`src/rtl/ap_divi_pkg.sv`:
```
// Shared constants for the ap_divi iterative divider.
// State encoding and the iteration-counter width helper.
package ap_pkg;

    typedef enum logic [1:0] {
        AP_DIV_IDLE = 2'd0,
        AP_DIV_RUN  = 2'd1,
        AP_DIV_DONE = 2'd2
    } ap_div_state_t;

    function automatic int clog2(input int v);
        int r;
        r = 0;
        while ((1 << r) < v) r++;
        return r;
    endfunction

endpackage

```
`src/rtl/ap_divi_step.sv`:
```
// One radix-2 restoring division step: shift {rem,quot} left,
// trial-subtract the divisor and keep the difference when it fits.
module ap_divi_step #(
    parameter int WIDTH = 32
) (
    input  logic [WIDTH-1:0] rem,
    input  logic [WIDTH-1:0] quot,
    input  logic [WIDTH-1:0] div,
    output logic [WIDTH-1:0] rem_nx,
    output logic [WIDTH-1:0] quot_nx
);

    logic [WIDTH-1:0] sh;
    logic             ge;

    always_comb begin
        sh = {rem[WIDTH-2:0], quot[WIDTH-1]};
        // the bit shifted out of rem makes the trial value exceed any divisor
        ge = rem[WIDTH-1] | (sh >= div);
        rem_nx = ge ? (sh - div) : sh;
        quot_nx = {quot[WIDTH-2:0], ge};
    end

endmodule

```
`src/rtl/ap_divi.sv`:
```
// Multi-cycle restoring integer divider with start/ready handshake.
// Define AP_DIVI_SIGNED_EN for two's-complement truncating division.
module ap_divi
    import ap_pkg::*;
#(
    parameter int WIDTH = 32
) (
    input  logic             clk,
    input  logic             rst,
    input  logic             start_in,
    input  logic [WIDTH-1:0] a_in,
    input  logic [WIDTH-1:0] b_in,
    output logic [WIDTH-1:0] c_out,
    output logic [WIDTH-1:0] r_out,
    output logic             ready_out,
    output logic             busy_out
);

    localparam int CW = (clog2(WIDTH) < 1) ? 1 : clog2(WIDTH);

    ap_div_state_t    state;
    logic [CW-1:0]    cnt;
    logic [WIDTH-1:0] rem;
    logic [WIDTH-1:0] quot;
    logic [WIDTH-1:0] div;
    logic [WIDTH-1:0] rem_nx;
    logic [WIDTH-1:0] quot_nx;
    logic [WIDTH-1:0] a_op;
    logic [WIDTH-1:0] b_op;
    logic [WIDTH-1:0] c_fix;
    logic [WIDTH-1:0] r_fix;

`ifdef AP_DIVI_SIGNED_EN
    logic neg_q;
    logic neg_r;

    // MIN has no positive magnitude but reads correctly as unsigned
    assign a_op  = a_in[WIDTH-1] ? -a_in : a_in;
    assign b_op  = b_in[WIDTH-1] ? -b_in : b_in;
    assign c_fix = neg_q ? -quot_nx : quot_nx;
    assign r_fix = neg_r ? -rem_nx : rem_nx;
`else
    assign a_op  = a_in;
    assign b_op  = b_in;
    assign c_fix = quot_nx;
    assign r_fix = rem_nx;
`endif

    ap_divi_step #(
        .WIDTH(WIDTH)
    ) u_step (
        .rem    (rem),
        .quot   (quot),
        .div    (div),
        .rem_nx (rem_nx),
        .quot_nx(quot_nx)
    );

    always_ff @(posedge clk or posedge rst) begin
        if (rst) begin
            state     <= AP_DIV_IDLE;
            cnt       <= '0;
            rem       <= '0;
            quot      <= '0;
            div       <= '0;
            c_out     <= '0;
            r_out     <= '0;
            ready_out <= 1'b0;
            busy_out  <= 1'b0;
`ifdef AP_DIVI_SIGNED_EN
            neg_q     <= 1'b0;
            neg_r     <= 1'b0;
`endif
        end else begin
            unique case (state)
                AP_DIV_IDLE, AP_DIV_DONE: begin
                    ready_out <= 1'b0;
                    if (start_in) begin
                        rem      <= '0;
                        quot     <= a_op;
                        div      <= b_op;
                        cnt      <= CW'(WIDTH - 1);
                        busy_out <= 1'b1;
                        state    <= AP_DIV_RUN;
`ifdef AP_DIVI_SIGNED_EN
                        neg_q    <= a_in[WIDTH-1] ^ b_in[WIDTH-1];
                        neg_r    <= a_in[WIDTH-1];
`endif
                    end else begin
                        state <= AP_DIV_IDLE;
                    end
                end
                AP_DIV_RUN: begin
                    rem  <= rem_nx;
                    quot <= quot_nx;
                    cnt  <= cnt - 1'b1;
                    if (cnt == '0) begin
                        c_out     <= c_fix;
                        r_out     <= r_fix;
                        busy_out  <= 1'b0;
                        ready_out <= 1'b1;
                        state     <= AP_DIV_DONE;
                    end
                end
                default: begin
                    state <= AP_DIV_IDLE;
                end
            endcase
        end
    end

endmodule

```
`config.mk`:
```
export PLATFORM = sky130hd
export DESIGN_NAME = ap_divi
export DESIGN_NICKNAME = d
export VERILOG_FILES = /design/src/rtl/ap_divi_pkg.sv /design/src/rtl/ap_divi_step.sv /design/src/rtl/ap_divi.sv
export SDC_FILE = /design/constraint.sdc
export NUM_CORES = 1
export LEC_CHECK = 0
export ABC_AREA = 1
export BUFFER_PORTS_ARGS = -buffer_cell sky130_fd_sc_hd__buf_2
export CELL_PAD_IN_SITES_DETAIL_PLACEMENT = 1
export CELL_PAD_IN_SITES_GLOBAL_PLACEMENT = 1
export CORE_UTILIZATION = 35
export CTS_CLUSTER_DIAMETER = 200
export CTS_CLUSTER_SIZE = 8
export DETAILED_ROUTE_END_ITERATION = 8
export GPL_TIMING_DRIVEN = 0
export PLACE_DENSITY_LB_ADDON = 0.1
export SKIP_LAST_GASP = 1
export SLEW_MARGIN = 40
export SYNTH_ARGS = -nofsm -noshare
export SYNTH_HDL_FRONTEND = slang
export SYNTH_SLANG_ARGS = --single-unit
```
`constraint.sdc`:
```
create_clock -name clk -period 5.7 [get_ports clk]
set_input_delay 0.855 -clock clk [delete_from_list [all_inputs] [get_ports clk]]
set_output_delay 0.855 -clock clk [all_outputs]
set_load 0.005 [all_outputs]
```
# Yosys cells after proc, flatten, opt, wreduce, memory -nomap -nowiden
# Index checks and enable logic that the tools add are counted.
[totals]
ff_bits = 169
word_cells = 41
inputBits = 67
output_inout_bits = 66
[op_classes]
n_lt_le_gt_ge = 1
muxes = 15
n_eq_ne = 4
bitwise = 1
n_addsub = 2
n_reduce_logical = 9
[op_table]
columns = ["cell", "count"]
rows = [
  ["case mux 32 bit (2 select lines)", 2],
  ["2-to-1 mux 32 bit", 3],
  [">= comparator 32 bit", 1],
  ["subtractor 32 bit", 1],
  ["case mux 5 bit (2 select lines)", 1],
  ["AND reduction 2 bit", 4],
  ["zero test 5 bit", 1],
  ["2-to-1 mux 5 bit", 1],
  ["subtractor 5 x 1 -> 5 bit, second input constant", 1],
  ["2-to-1 mux 1 bit", 4],
  ["inequality test 2 bit, second input constant", 2],
  ["case mux 1 bit (2 select lines)", 2],
  ["case mux 2 bit (2 select lines)", 1],
  ["AND reduction 3 bit", 1],
  ["equality test 2 x 1 -> 1 bit, second input constant", 1],
  ["equality test 2 bit, second input constant", 1],
  ["zero test 2 bit", 1],
  ["2-to-1 mux 2 bit", 1],
  ["nonzero test 2 bit", 1],
  ["OR reduction 2 bit", 1],
  ["OR 1 bit", 1],
]

# Longest topological paths before layout
# Gate-level depths: netlist (run 1).
[depth]
ltp_word = 4
mapped_depth = 18
depth_no_buf = 17

# Cells and area by module
# From an unflattened synthesis (run 1), not the netlist that was laid out.
[hier_totals]
hier_cells = 1473
area_unflattened_um2 = 10164.7
[modules_own_cells]
columns = ["mod", "instances", "area_each_um2", "cells_per_inst", "seq_area_each_um2"]
rows = [
  ["ap_divi", 1, 6836.6, 777, 4229.1],
  ["ap_divi_step", 1, 3328.2, 696, 0.0],
]

# Worst setup path after synthesis (run 1)
# Ideal clock, no wire load.
[synth_path]
path_type = "register to register"
from = "register quot[31]"
to = "register rem[10]"
setup_slack_ns = 3.617
arrival_ns = 1.965
setup_time_ns = 0.117
synth_period_minus_slack_ns = 2.083
path_stages_with_launch = 19
path_buffers = 1
t_required_ns = 5.583
cell_sequence = "dfrtp_1 > inv_1 > ha_1 > fa_1 > inv_1 > nand2_1 > nand2_1 > nand3b_1 > nand2_2 > nand2_2 > nand3_2 > nand2_4 > nand2_8 > inv_6 > buf_8 > nand2_1 > nand2_1 > nand2_1 > nand2_1"
[synth_via]
elab_chain_len = 4
word_cells_on_any_way = 5
classes_between = "add/sub (1); order compare (1); mux (2); bitwise (1)"
[synth_rtl]
columns = ["item", "line", "rtl"]
rows = [
  ["start: declaration", "ap_divi.sv:24", "logic [WIDTH-1:0] quot;"],
  ["start signal: assignment", "ap_divi.sv:80", "quot <= a_op;"],
  ["start signal: assignment", "ap_divi.sv:95", "quot <= quot_nx;"],
  [">= comparator 32 bit", "ap_divi_step.sv:19", "ge = rem[WIDTH-1] | (sh >= div);"],
  ["OR 1 bit", "ap_divi_step.sv:19", ""],
  ["2-to-1 mux 32 bit (*)", "ap_divi_step.sv:20", "rem_nx = ge ? (sh - div) : sh;"],
  ["case mux 32 bit (2 select lines) (*)", "ap_divi.sv:75", "unique case (state)"],
  ["end signal: assignment", "ap_divi.sv:94", "rem <= rem_nx;"],
  ["end: declaration", "ap_divi.sv:23", "logic [WIDTH-1:0] rem;"],
]
# Every way passes the cells marked *; elsewhere a longest branch is shown, timed or not.
# A chain may end at the register's enable or synchronous reset.

# Worst setup path after layout (run 1)
[layout_path]
from = "register quot[31]"
to = "register rem[22]"
# Same word-level chain as after synthesis.

==> impl_metrics.py, run 1 <==
metrics = {
    "placed_design": {
        "dp_hpwl_um": 23300,
        "portBuffers": 132,
        "gp_congestion": 0.868,
        "pre_cts_slack_ns": 3.10,
    },
    "synthesis": {
        "synth_area_leaders": "dfrtp_1, nand2_1, inv_1, ha_1, nand3_1",
        "ys_warn_count": 0,
        "seq_area_frac_synth_pct": 44.6,
        "ys.flop_type": "dfrtp_1",
        "synth_top_area_share_pct": 44.6,
        "synth_nets": 1395,
        "synth_edf_count": 0,
        "synth.avg_cell_area_um2": 7.34,
        "yosys.area.top_type": "dfrtp_1",
        "ys_ff_latch": 169,
        "yosysUniqueCellTypes": 38,
        "synth_async_sr_flop_share_pct": 100,
        "netlist_area_um2": 9490,
        "synth_cells": 1293,
    },
    "sta": {
        "clock.fmax_mhz": 381,
        "min_period_over_period_pct": 46.1,
        "report.final.slew_viol_count": 0,
        "grt_setup_unrepaired": "no",
        "finalSetupViolCount": 0,
        "tightest_slew_ns": 0.851,
        "hold_violations": 0,
        "relSlewSlack_pct": 43.3,
        "setup_slack_ns": 3.07,
        "fin_crit_ns": 2.63,
        "tns_ns": 0,
        "fin_skew_ns": 0.0154,
    },
    "routing": {
        "drc": 0,
        "wire_per_inst_um": 17.0,
        "wl_um": 30400,
        "vias": 8624,
        "drt_iter0_drc": 511,
        "drt_first_pass_iters": 5,
        "detail-route-antenna-nets": 0,
        "vias_per_cell": 4.81,
    },
    "clocking": {
        "htreeDepth": 4,
        "cts_made_buffers": 17,
        "clk_pin_slew_worst_paths_ns": 0.08,
        "ctsHoldBuffers": 0,
        "cts_tree": "done",
        "clock_sinks": 169,
        "clock_path_buffers": 2,
        "cts_root_buf": "clkbuf_16",
        "clk_latency_ns": 0.44,
        "cts_resized": 0,
        "post_cts_buffers": 0,
    },
    "grt": {
        "antenna_found_initial": 0,
        "grt_pass1_wl_um": 49500,
        "grt.total_usage_pct": 23.0,
        "grt_max_degree": 60,
        "gr-total-overflow": 0,
        "grt_pass1_vias": 9043,
    },
    "floorplanning": {
        "num_rows": 59,
        "initial_core_util_pct": 36.0,
        "die-area_um2": 27800,
        "die_x_um": 167,
        "pin_count": 133,
        "core_um2": 26400,
        "chipHeight_um": 167,
    },
    "flow_run": {
        "maxCapViolations": 0,
    },
    "final_layout": {
        "nets": 1548,
        "drive_gt1_share_pct": 14.8,
        "num-fill-cells": 3384,
        "layout_commonest_cell": "nand2_1",
        "syn_to_final_growth_pct": 18.1,
        "layout_common_cells": "nand2_1, inv_1, dfrtp_1, buf_2",
        "diodes": 0,
        "final_util_pct": 42.5,
    },
    "min_path": {
        "hold_path_class": "input port to asynchronous set/reset pin",
    },
    "setup_path": {
        "critPathCaptureType": "register",
        "crit_arrival_ns": 3.01,
        "cp_max_fo": 10,
        "start_kind": "register",
        "cp.required_ns": 6.09,
        "path_class": "register to register",
    },
    "run_status": {
        "outcome": "finished clean",
    },
}
## flip-flops by register name, indices dropped and copies added (netlist names)
name / flops
state: 2
c_out: 32
ready_out: 1
cnt: 5
quot: 32
busy_out: 1
r_out: 32
div: 32
rem: 32
## worst max-delay path, stage by stage, from the launching register on
cell and delay, ns:
dfrtp_1 0.36, inv_1 0.06, ha_1 0.23, fa_1 0.36, inv_1 0.12, nand2_1 0.11, nand2_1 0.07, nand3b_1 0.09
nand2_2 0.13, nand2_2 0.07, nand3_2 0.08, nand2_4 0.07, nand2_8 0.09, buf_6 0.17, nand3_1 0.18, nand2_1 0.21
nand2_1 0.08, nand2_1 0.09
## cells in the mapped netlist, types with 2 or more instances
master    instances
inv_1           207
clkbuf_1         25
a21oi_1          18
buf_4             3
and3_1            2
nor2_1           57
nor3_1            3
o21bai_1         12
buf_6             3
xor2_1            8
o221ai_1         31
dfrtp_1         169
nand4_1           6
o21ai_0          70
nand3_1          70
nand2_2           9
xnor2_1           5
inv_2             6
buf_2            11
o211ai_1          3
nor2_4            5
o21ai_1           6
ha_1             34
a21o_1            2
a21oi_2           2
nand3_2           2
nand3b_1          4
or2_2             3
nand2_1         508
## final cells by class
| cell class | instances | area (µm²) | area share, % |
|---|---|---|---|
| Sequential cell | 169 | 4230 | 37.7 |
| Clock buffer | 17 | 425 | 3.80 |
| Timing Repair Buffer | 134 | 716 | 6.39 |
| Inverter | 214 | 816 | 7.28 |
| Multi-Input combinational cell | 867 | 4230 | 37.8 |
| Clock inverter | 14 | 150 | 1.34 |
| Buffer | 43 | 220 | 1.96 |
| Tap cell | 335 | 419 | 3.74 |
## final timing paths
| check | from | end | slack [ns] | cells after the start |
|---|---|---|---|---|
| worst min register to register | r_out[21] | r_out[21] | 0.48 | 2 |
| max in group asynchronous | rst | r_out[26] | 4.31 | 4 |
| worst max register to register | quot[31] | rem[22] | 3.07 | 17 |
| worst min-delay path | rst | c_out[26] | 0.42 | 2 |
| worst max-delay path | quot[31] | rem[22] | 3.07 | 17 |
| min in group clk | r_out[21] | r_out[21] | 0.48 | 2 |
## per-stage QoR
stage          instance area, µm²  instances  hold slack, ns
5_1_grt                     11200       1793           0.447
3_3_place_gp                10600       1760           0.459
6_report                    11200       1793           0.420
2_1_floorplan                9490       1293           0.447
3_5_place_dp                10600       1762           0.460
4_1_cts                     11200       1793           0.431
## metal layers
layer,routed length (µm),share of wire (%),up-vias,GRT usage (%)
met5,0,0,-,0
met1,14700,48,4131,31.5
li1,-,-,4305,-
met2,14200,47,159,38.3
met4,474,1.6,0,5.88
met3,993,3.3,29,3.18
## cell families after synthesis
kind of cell               Yosys count  synth area share (%)
and+or+nand+nor                    674                  29.3
buffers and inverters              257                  10.8
DFF                                169                  44.6
AOI/OAI and AO/OA                  145                  9.43
adders and majority gates           35                  4.69
xor gates and xnor gates            13                  1.20
Power of run 1 is left out: the tool's default activity adds up to more than one toggle a clock period on the data nets, which glitch-free logic cannot reach.
==> inputs of run 2 (changes only) <==
--- a/config.mk
+++ b/config.mk
@@ -5,7 +5,7 @@
 export SDC_FILE = /design/constraint.sdc
 export NUM_CORES = 1
 export LEC_CHECK = 0
-export ABC_AREA = 1
+export ABC_AREA = 0
 export BUFFER_PORTS_ARGS = -buffer_cell sky130_fd_sc_hd__buf_2
 export CELL_PAD_IN_SITES_DETAIL_PLACEMENT = 1
 export CELL_PAD_IN_SITES_GLOBAL_PLACEMENT = 1
==> constraint.sdc (replaced) <==
create_clock -name clk -period 2.4 [get_ports clk]
set_input_delay 0.36 -clock clk [delete_from_list [all_inputs] [get_ports clk]]
set_output_delay 0.36 -clock clk [all_outputs]
set_load 0.005 [all_outputs]
==> run 2 against run 1 <==
  * The run now ends with negative setup slack left
  * Setup slack worse by 3.6 ns
  * Critical endpoint is now rem[28]
  * Die area fell by 9.4%
  * Hold slack got worse by 0.30 ns
  * Critical path type unchanged
  * Synthesized area shrank 9.5%
  * Highest routed layer is now met5
==> impl_metrics.py, run 2 <==
metrics = {
    "run_status": {
        "outcome": "complete, but fails checks",
        "violations": "negative setup slack",
    },
    "min_path": {
        "hold_path_class": "input port to register",
    },
    "sta": {
        "setup_slack_ns": -0.570,
        "fin_crit_ns": 2.97,
        "finalSetupViolCount": 66,
        "clock.fmax_mhz": 337,
        "min_period_over_period_pct": 124,
        "report.final.slew_viol_count": 0,
        "tightest_slew_ns": 0.842,
        "fin_skew_ns": 0.0162,
        "grt_setup_unrepaired": "yes",
        "relSlewSlack_pct": 43.9,
        "hold_violations": 0,
    },
    "synthesis": {
        "yosysUniqueCellTypes": 63,
        "synth_async_sr_flop_share_pct": 100,
        "synth_nets": 1073,
        "synth_area_leaders": "dfrtp_1, nand2_1, ha_1, o21ai_0, a22oi_1",
        "ys_warn_count": 0,
        "yosysMostFrequentCell": "nand2_1",
        "ys_ff_latch": 169,
        "netlist_area_um2": 8590,
        "synth.top_cells.by_count": "nand2_1, dfrtp_1, o21ai_0, a21oi_1",
        "synth_edf_count": 0,
        "ys.flop_type": "dfrtp_1",
        "synth.avg_cell_area_um2": 8.85,
        "synth_cells": 971,
        "yosys.area.top_type": "dfrtp_1",
        "synth_top_area_share_pct": 49.2,
        "seq_area_frac_synth_pct": 49.2,
    },
    "routing": {
        "drt_iter0_drc": 304,
        "drt_first_pass_iters": 5,
        "wl_um": 28900,
        "vias_per_cell": 5.23,
        "vias": 7817,
        "drc": 0,
        "detail-route-antenna-nets": 0,
        "wire_per_inst_um": 19.3,
    },
    "placed_design": {
        "portBuffers": 132,
        "gp_congestion": 0.805,
        "place_inst": 1431,
        "dp_hpwl_um": 20100,
    },
    "clocking": {
        "clk_latency_ns": 0.45,
        "cts_tree": "done",
        "htreeDepth": 4,
        "clk_pin_slew_worst_paths_ns": 0.07,
        "clock_path_buffers": 2,
        "cts_root_buf": "clkbuf_16",
        "cts_made_buffers": 17,
        "clock_sinks": 169,
    },
    "final_layout": {
        "layout_commonest_cell": "nand2_1",
        "nets": 1265,
        "stdcell_count": 1495,
        "syn_to_final_growth_pct": 37.6,
        "num-fill-cells": 2734,
        "layout_common_cells": "nand2_1, dfrtp_1, buf_2, o21ai_0, o21ai_1",
        "drive_gt1_share_pct": 30.2,
        "diodes": 0,
    },
    "setup_path": {
        "worstReg2RegStart": "rem[4]",
        "crit_arrival_ns": 3.27,
        "critPathCapture": "rem[28]",
        "critPathCaptureType": "register",
        "r2r_cells": 10,
        "cp_max_fo": 8,
        "r2r-end": "rem[28]",
        "cp.required_ns": 2.70,
        "ff2ff_setup_slack_ns": -0.57,
        "path_class": "register to register",
        "start_kind": "register",
        "startpoint": "rem[4]",
    },
    "floorplanning": {
        "chipHeight_um": 159,
        "initial_core_util_pct": 36.2,
        "pin_count": 133,
        "num_rows": 56,
        "core_um2": 23800,
        "die_x_um": 159,
        "die-area_um2": 25200,
    },
    "grt": {
        "grt_pass1_vias": 8142,
        "grt_max_degree": 25,
        "grt_pass1_wl_um": 44500,
        "gr-total-overflow": 0,
        "grt.total_usage_pct": 23.4,
        "antenna_found_initial": 2,
    },
    "flow_run": {
        "maxCapViolations": 0,
    },
}
[run 2: cell families (layout without fill, tap and decap cells)]
| logic type | after synthesis | after routing | share of synthesized area, % |
|---|---|---|---|
| AOI/OAI and AO/OA | 258 | 258 | 18.8 |
| xor gates and xnor gates | 25 | 25 | 2.55 |
| and+or+nand+nor | 367 | 367 | 17.7 |
| buffers and inverters | 102 | 307 | 4.70 |
| DFF | 169 | 169 | 49.2 |
| adders and majority gates | 35 | 35 | 5.19 |
| muxes | 15 | 15 | 1.79 |
[run 2: worst min-delay path by stage]
stage	start	endpoint	slack [ns]	cells past startpoint
finish	b_in[4]	div[4]	0.12	3
global route	b_in[3]	div[3]	0.13	3
CTS	b_in[4]	div[4]	0.11	3
detailed placement	rst	c_out[9]	0.39	3
global placement	c_out[8]	c_out[8]	0.45	2
floorplan	quot[9]	c_out[10]	0.46	2
[run 2: layout make-up]
| cell class | count | area (µm²) | area share [%] |
|---|---|---|---|
| multi-input cells | 700 | 4870 | 41.2 |
| flip-flops and latches | 169 | 4240 | 35.8 |
| well taps | 319 | 399 | 3.38 |
| repair buffers | 181 | 1270 | 10.7 |
| clock inverters | 14 | 138 | 1.16 |
| plain buffers | 50 | 309 | 2.61 |
| clock buffers | 18 | 429 | 3.63 |
| inverters | 44 | 169 | 1.43 |
[run 2: repair_timing]
item	CTS	global route
hold endpoints to repair	19	0
buffers inserted	16	20
endpoints found under the setup margin	92	94
hold buffers	1	0
resized for setup	117	86
pin swaps	26	32
gates cloned	1	2
[run 2: layer usage]
metal	vias up	GRT usage, %	wire length, µm
li1	3713	-	-
met1	3891	30.2	12900
met2	174	38.8	14000
met3	35	5.31	1450
met4	4	7.14	448
met5	-	0	24
[run 2: stage by stage]
step	hold slack (ns)	worst slack, ns	util [%]	instance area, µm²	setup TNS (ns)
floorplan	0.462	-0.278	-	8690	-35.19
global placement	0.455	-1.40	41.0	9750	-282.96
detailed placement	0.392	-0.953	42.0	9980	-50.36
CTS	0.109	-0.545	47.1	11200	-31.39
global route	0.128	-0.690	49.8	11800	-38.94
finish	0.117	-0.570	49.8	11800	-32.37
[run 2: worst max-delay path: stages, from the launching register on]
cell,delay [ns]
dfrtp_1,0.45
ha_4,0.27
a21o_4,0.22
o41a_1,0.44
a211oi_4,0.34
o31ai_4,0.14
a311o_1,0.31
buf_8,0.17
buf_12,0.16
mux2i_4,0.21
o21ai_1,0.09
Power of run 2 is left out for the same reason.
